### src/rtl/nibble_mul_sequencer.sv
// W x W unsigned multiplier that reuses one 4x4 multiply unit over (W/4)^2 cycles.
// Optional macro NIBBLE_MUL_EARLY_ZERO_EN: a zero operand goes straight to DONE.

module nibble_mul4 (
  input  logic [3:0] x,
  input  logic [3:0] y,
  output logic [7:0] p
);
  assign p = 8'(x) * 8'(y);
endmodule

module nibble_mul_sequencer #(
  parameter int W = 8
) (
  input  logic           clk,
  input  logic           rst,
  input  logic           in_valid,
  output logic           in_ready,
  input  logic [W-1:0]   a,
  input  logic [W-1:0]   b,
  output logic           out_valid,
  input  logic           out_ready,
  output logic [2*W-1:0] product,
  output logic           busy
);
  localparam int N  = W / 4;
  localparam int IW = (N > 1) ? $clog2(N) : 1;
  localparam int PW = 2 * W;

  localparam logic [1:0] S_IDLE = 2'd0;
  localparam logic [1:0] S_CALC = 2'd1;
  localparam logic [1:0] S_DONE = 2'd2;

  logic [1:0]        state_q, state_d;
  logic [W-1:0]      a_q, a_d, b_q, b_d;
  logic [PW-1:0]     acc_q, acc_d;
  logic [IW-1:0]     nib_i_q, nib_i_d, nib_j_q, nib_j_d;
  logic [N-1:0][3:0] a_nib, b_nib;
  logic [7:0]        nib_prod;
  logic [IW:0]       nib_sum;
  logic [PW-1:0]     term;
  logic              last_i, last_step;

  assign a_nib = a_q;
  assign b_nib = b_q;

  // The one shared multiply unit; the step counters pick which nibble pair it sees.
  nibble_mul4 u_mul (
    .x(a_nib[nib_i_q]),
    .y(b_nib[nib_j_q]),
    .p(nib_prod)
  );

  assign nib_sum   = {1'b0, nib_i_q} + {1'b0, nib_j_q};
  assign term      = PW'(nib_prod) << {nib_sum, 2'b00};
  assign last_i    = (nib_i_q == IW'(N - 1));
  assign last_step = last_i && (nib_j_q == IW'(N - 1));

  always_comb begin
    // NOTE: every signal gets a default first so no path leaves it unassigned (no latch).
    state_d = state_q;
    a_d     = a_q;
    b_d     = b_q;
    acc_d   = acc_q;
    nib_i_d = nib_i_q;
    nib_j_d = nib_j_q;
    case (state_q)
      S_IDLE: begin
        if (in_valid) begin
          a_d     = a;
          b_d     = b;
          acc_d   = '0;
          nib_i_d = '0;
          nib_j_d = '0;
          state_d = S_CALC;
`ifdef NIBBLE_MUL_EARLY_ZERO_EN
          if (a == '0 || b == '0) state_d = S_DONE;
`endif
        end
      end
      S_CALC: begin
        acc_d = acc_q + term;
        if (last_step) begin
          nib_i_d = '0;
          nib_j_d = '0;
          state_d = S_DONE;
        end else if (last_i) begin
          nib_i_d = '0;
          nib_j_d = nib_j_q + 1'b1;
        end else begin
          nib_i_d = nib_i_q + 1'b1;
        end
      end
      S_DONE: begin
        if (out_ready) state_d = S_IDLE;
      end
      default: state_d = S_IDLE;
    endcase
  end

  // NOTE: state registers use non-blocking assignments so all flops update together.
  always_ff @(posedge clk) begin
    if (rst) begin
      state_q <= S_IDLE;
      a_q     <= '0;
      b_q     <= '0;
      acc_q   <= '0;
      nib_i_q <= '0;
      nib_j_q <= '0;
    end else begin
      state_q <= state_d;
      a_q     <= a_d;
      b_q     <= b_d;
      acc_q   <= acc_d;
      nib_i_q <= nib_i_d;
      nib_j_q <= nib_j_d;
    end
  end

  assign in_ready  = (state_q == S_IDLE);
  assign out_valid = (state_q == S_DONE);
  assign busy      = (state_q != S_IDLE);
  assign product   = acc_q;

endmodule
### config.mk
export PLATFORM = sky130hd
export DESIGN_NAME = nibble_mul_sequencer
export DESIGN_NICKNAME = d
export VERILOG_FILES = /design/src/rtl/nibble_mul_sequencer.sv
export SDC_FILE = /design/constraint.sdc
export NUM_CORES = 1
export LEC_CHECK = 0
export ABC_AREA = 1
export BUFFER_PORTS_ARGS = -buffer_cell sky130_fd_sc_hd__buf_2
export CAP_MARGIN = 20
export CELL_PAD_IN_SITES_DETAIL_PLACEMENT = 1
export CELL_PAD_IN_SITES_GLOBAL_PLACEMENT = 1
export CORE_ASPECT_RATIO = 1.2
export CORE_MARGIN = 2
export CORE_UTILIZATION = 42
export CTS_BUF_LIST = sky130_fd_sc_hd__clkbuf_4 sky130_fd_sc_hd__clkbuf_8
export DETAILED_ROUTE_END_ITERATION = 8
export GPL_TIMING_DRIVEN = 0
export HOLD_SLACK_MARGIN = 0.06
export PLACE_DENSITY_LB_ADDON = 0.1
export SETUP_SLACK_MARGIN = 0.2
export SYNTH_ARGS = -nofsm -noshare
export SYNTH_HDL_FRONTEND = slang
export SYNTH_SLANG_ARGS = --single-unit
### constraint.sdc
create_clock -name clk -period 5.6 [get_ports clk]
set_input_delay 0 -clock clk [delete_from_list [all_inputs] [get_ports clk]]
set_output_delay 0 -clock clk [all_outputs]
set_load 0.03 [all_outputs]
## After elaboration in Yosys (flattened, before gate mapping)

Index checks and enable logic that the tools add are counted.
Widths: inputs -> output; s select.

- Flip-flop bits (word level): 36
- Bits in latches: 0
- RAM bits: 0
- Bits in read-only memories: 0
- Input bits: 20
- Output and inout port bits: 19
- Memories kept: 0

- Add/sub/neg operators: 4
- Multipliers: 1
- Divide/modulo/power cells: 0
- $lt $le $gt $ge: 2
- Eq/ne operators: 6
- Shift operators: 1
- Multiplexer cells: 17
- Bitwise operators: 0
- Reduce and logical (&&, ||, !) cells: 8

Operators with widths:

| operator | count |
|---|---|
| $pmux 16 s2 | 1 |
| $add 16x16->16 | 1 |
| $mux 16 | 1 |
| $mux 4 | 4 |
| $shl 8x4->16 | 1 |
| $mul 4x4->8 | 1 |
| $mux 2 | 3 |
| $pmux 2 s3 | 1 |
| $reduce_and 3->1 | 2 |
| $mux 1 | 5 |
| $lt 1x2->1 const B | 2 |
| $ne 2x2->1 const B | 2 |
| $pmux 1 s2 | 2 |
| $reduce_and 2->1 | 2 |
| $reduce_bool 2->1 | 2 |
| $ne 3x3->1 const B | 1 |
| $add 1x1->1 const B | 2 |
| $add 1x1->2 | 1 |
| $eq 2x1->1 const B | 1 |
| $eq 2x2->1 const B | 1 |
| $logic_not 2->1 | 1 |
| $ne 2x1->1 const B | 1 |
| $logic_and 1x1->1 | 1 |

## Depth between registers and ports, before layout

- Word-level depth: 6
- Depth in mapped cells: 25
- Gate-level depth less buffers: 24

## Cells and area by module

Synthesis repeated with hierarchy kept, for this count alone.

- Cells, all modules: 494
- Area, all modules: 3024.2 µm²

Modules (own cells, without submodules):

| module | instances | cells an instance | area an instance (µm²) |
|---|---|---|---|
| nibble_mul_sequencer | 1 | 424 | 2556.2 |
| nibble_mul4 | 1 | 70 | 467.9 |

## Worst setup path after synthesis

OpenSTA, ideal clock, no wires.

- Path kind: reg2reg
- Start: reg nib_i_q, in the netlist last_i
- End: reg acc_q[13], in the netlist product[13]
- Data arrival time: 4.299 ns
- Data required time: 5.468 ns
- Setup slack: 1.169 ns
- Cell stages (with the launch flop): 23
- Cell sequence: dfxtp_1 clkbuf_1 mux2i_1 or2_2 fa_1 inv_1 fa_1 inv_1 fa_1 o21ai_0 xnor2_1 nand2_1 o21ai_0 nor2_1 ha_1 a21oi_1 o21ai_0 inv_1 nor2_1 nor3_1 nand3_1 nand3_1 a21oi_1

- Longest elaborated chain between the ends: 6

RTL lines:

| what | RTL line | source |
|---|---|---|
| from (decl) | 37 | `logic [IW-1:0] nib_i_q, nib_i_d, nib_j_q, nib_j_d;` |
| from (signal assigned) | 115 | `nib_i_q <= nib_i_d;` |
| $mux 4 (not written as such) (2 in a row) | 49 | `.x(a_nib[nib_i_q]),` |
| $mul 4x4->8 | 9 | `assign p = 8'(x) * 8'(y);` |
| $shl 8x4->16 * | 55 | `assign term = PW'(nib_prod) << {nib_sum, 2'b00};` |
| $add 16x16->16 * | 82 | `acc_d = acc_q + term;` |
| $pmux 16 s2 * | 67 | `case (state_q)` |
| to (signal assigned) | 107 | `acc_q <= '0;` |
| to (signal assigned) | 114 | `acc_q <= acc_d;` |
| to (decl) | 36 | `logic [PW-1:0] acc_q, acc_d;` |

Every way passes the cells marked *; elsewhere a longest branch is shown, timed or not. The select of a mux whose other input is x is not followed.
A chain may end at the register's enable or synchronous reset.

## Final worst setup path

- Start: reg nib_j_q
- End: reg acc_q[15], in the netlist product[15]

- Longest elaborated chain between the ends: 6

RTL lines:

| what | RTL line | source |
|---|---|---|
| from (decl) | 37 |  |
| from (signal assigned) | 116 | `nib_j_q <= nib_j_d;` |
| $mux 4 (not written as such) (2 in a row) | 50 | `.y(b_nib[nib_j_q]),` |
| $mul 4x4->8 | 9 |  |
| $shl 8x4->16 * | 55 |  |
| $add 16x16->16 * | 82 |  |
| $pmux 16 s2 * | 67 |  |

Marks and branches as above.

==> impl_results.md <==
- Via density: 5.253
- Leakage: 1.488 nW
- Largest net degree at the start of global routing: 14
- CP Max Fanout: 6
- Initial antenna violation count: 0
- Pre-antenna DRT Iters: 4
- # clock sinks: 36
- Hold crit path type: input pin to flop
- R2R Setup Slk: 0.61 ns
- Worst path slowest cell: fa_1
- Bufs on Longest Clock Path: 2
- Hold path cells: 4
- Via Count: 2800
- Final Hold Viols: 0
- Die W: 76.72 um
- Setup crit start: nib_j_q$_SDFFE_PP0P_
- Setup CP Type: flop to flop
- Clk slew on worst S/H paths: 0.08 ns
- Crit path capture type: flop
- ANT cells: 0
- Min-delay src: in_valid
- Post-synthesis sequential area ratio: 0.2704
- # fillers: 809
- Die footprint: 7001 sq um
- Sum of negative setup slack: 0 ns
- Num CTS Buffers: 5
- Setup violations, final: 0
- CP max stage delay: 0.57 ns
- Post-synthesis instance total: 389
- Worst Path Required: 5.77 ns
- Clock power frac: 0.327
- Place WS: 0.4827 ns
- GR Layer Usage met2: 0.4751
- Peak Freq: 0.2004 GHz
- Grt peak-use layer: met2
- Cell Int Power: 0.4043 mW
- Setup Buffers After CTS: 0
- RSZ-0062 raised after global routing: no
- GRT Total Usage: 0.2293
- Synth Cell Area: 2665 sq um
- Tmin final: 4.990 ns
- Core ar.: 6090 sq um
- Asr flop ratio synth: 0
- Layout net count: 503
- CTS tree: built
- Root Driver: clkbuf_8
- Area grow syn2layout: 20.75%
- # rows: 31
- Total grt overflow: 0
- Startpoint types: flop
- Sequential power share: 0.446
- Yosys cell types: 30
- Setup WS post-layout: 0.6103 ns
- Clk Latency, worst-skew pair: 0.30 ns
- Die height: 91.26 um
- Crit Reg-Reg Startpoint: nib_j_q$_SDFFE_PP0P_
- Syn_nets: 442
- Worst Tran Pin Value: 0.5640 ns
- Clock Skews: 0.007742 ns
- Most used cell, CP: fa_1
- Number of remaining DRC errors: 0
- Reg2reg path depth: 21
- EDFF count, synth: 0
- Vias in the first global route: 2882
- Routed wire per std cell: 14.42 um
- Synth Flop Type: dfxtp_1
- Met1 usage: 0.2358
- Slew Limit Fails: 0
- Mean post-synth cell area: 6.851 sq um
- Final antenna-violating net count: 0
- Slew HR: 0.6240
- Yosys reg bits: 36
- Reg-to-Reg End: product[15]$_SDFFE_PP0P_
- Port Buf Inserts: 37
- Max-Cap Viols: 0
- First-pass GRT wire length: 12810 um
- Arr. time, crit path: 5.16 ns
- Placer Congestion: 0.8839
- Routed wire length: 7685 um
- Hold EP: b_nib[3]$_SDFFE_PP0P_
- Starting Density: 0.4376
- Status: finished clean
- Comb pwr share: 0.228
- DR iter-0 viols: 73
- I/O pin total: 39
- Share of layout cells above drive strength 1: 0.1308
- Peak supply drop: 0.1152 mV
- Global Route met3 Usage: 0.03579
- PD cells: 190.7 nW/um^2
- Detailed Place HPWL: 5923 um
- YS warnings: 0
- Net Switching: 0.2093 mW
- Critical path, cell by cell: clkbuf_2 -> mux2i_1 -> or2_2 -> fa_1 -> inv_1 -> fa_1 -> inv_1 -> fa_1 -> o21ai_0 -> xnor2_1 -> nand2_1 -> o21ai_0 -> nor2_1 -> ha_1 -> a21oi_1 -> nand3_1 -> nand2_1 -> nand4_1 -> nand3b_1 -> nand3_1 -> a21oi_1
- Fin crit share: 0.8910
- H-tree levels: 2
- Switching Share: 0.3411
[metrics by stage]
stage	total power [mW]	hold slack (ns)	utilization	instances	instance area (sq um)
after floorplan	0.3685	0.1434	-	389	2665
after global placement	0.4047	0.2493	0.4849	508	2953
after detailed placement	0.4086	0.2553	0.4849	508	2953
after CTS	0.6164	0.06215	0.5280	533	3216
after global routing	0.6453	0.07028	0.5285	533	3218
final	0.6136	0.06165	0.5285	533	3218
[Yosys cell counts (5+ instances only)]
master | instances | area, sq um
nand3_1 | 15 | 75.07
nand2_1 | 100 | 375.4
nand4_1 | 5 | 31.28
o21ai_0 | 18 | 90.09
dfxtp_1 | 36 | 720.7
nor2_1 | 37 | 138.9
clkbuf_1 | 7 | 26.28
or2_2 | 6 | 37.54
ha_1 | 28 | 350.3
inv_1 | 31 | 116.4
fa_1 | 5 | 100.1
a21oi_1 | 61 | 305.3
mux2i_1 | 8 | 80.08
[worst max path at each step]
stage / endpoint / slack [ns] / cells past startpoint
after floorplan: product[13]$_SDFFE_PP0P_ / 1.17 / 22
after global placement: product[15]$_SDFFE_PP0P_ / 0.59 / 21
after detailed placement: product[15]$_SDFFE_PP0P_ / 0.48 / 21
after CTS: product[15]$_SDFFE_PP0P_ / 0.45 / 21
after global routing: product[15]$_SDFFE_PP0P_ / 0.27 / 23
final: product[15]$_SDFFE_PP0P_ / 0.61 / 21
[routing by layer]
| layer | wire, um | vias to the layer above |
|---|---|---|
| met2 | 4326 | 36 |
| li1 | - | 1424 |
| met4 | 63 | 0 |
| met1 | 3091 | 1335 |
| met3 | 203 | 5 |
| met5 | 0 | - |
[layout make-up]
type	instances	area (sq um)	share of cell area
timing repair buffer	54	355.3	0.1104
clock buffer	5	68.82	0.02138
clock inverter	3	23.77	0.007387
multi-input combinational	308	1769	0.5498
tap	82	102.6	0.03188
inverter	34	132.6	0.04121
sequential	36	720.7	0.2239
buffer	11	45.04	0.01400
[power by group through the flow]
| stage | Sequential [mW] | Clock [mW] | Combinational (mW) |
|---|---|---|---|
| global placement | 0.279 | 0 | 0.126 |
| floorplan | 0.283 | 0 | 0.0860 |
| global route | 0.275 | 0.214 | 0.156 |
| CTS | 0.274 | 0.203 | 0.139 |
| finish | 0.274 | 0.200 | 0.140 |
| detailed placement | 0.280 | 0 | 0.129 |
[flip-flops by register name (all words and copies together) (netlist names)]
register	flops
nib_j_q	1
last_i	1
b_nib	8
product	16
a_nib	8
state_q	2
[worst max-delay path, delay by kind of cell, from the launching register on]
family,cells,cell delay [ns]
adders and majority gates,4,1.90
muxes,1,0.18
xor gates and xnor gates,1,0.20
buffers and inverters,3,0.32
and+or+nand+nor,8,1.18
DFF,1,0.35
AOI/OAI and AO/OA,4,0.72
[cells in the final DEF (no fill, tap or decap), types with 6 or more instances in the layout]
cell,Yosys,layout
inv_1,31,31
nand2_1,100,100
dfxtp_1,36,36
mux2i_1,8,8
o21ai_0,18,18
a21oi_1,61,61
ha_1,28,28
buf_2,1,38
dlygate4sd3_1,0,17
or2_2,6,6
nor2_1,37,37
nand3_1,15,15
[logic make-up (layout without fill, tap and decap cells)]
kind of cell	after synthesis	in the layout	share of synthesized area
AOI/OAI and AO/OA	90	90	0.1770
xor gates and xnor gates	3	3	0.009861
adders and majority gates	33	33	0.1690
buffers and inverters	45	107	0.06572
DFF	36	36	0.2704
muxes	8	8	0.03005
and+or+nand+nor	174	174	0.2779
[what timing repair did]
action,CTS,global route
hold buffers,17,0
endpoints found under the setup margin,0,3
resized for setup,0,4
endpoints found under the hold margin,17,0
Note: power is estimated with default switching activity, not from simulation.
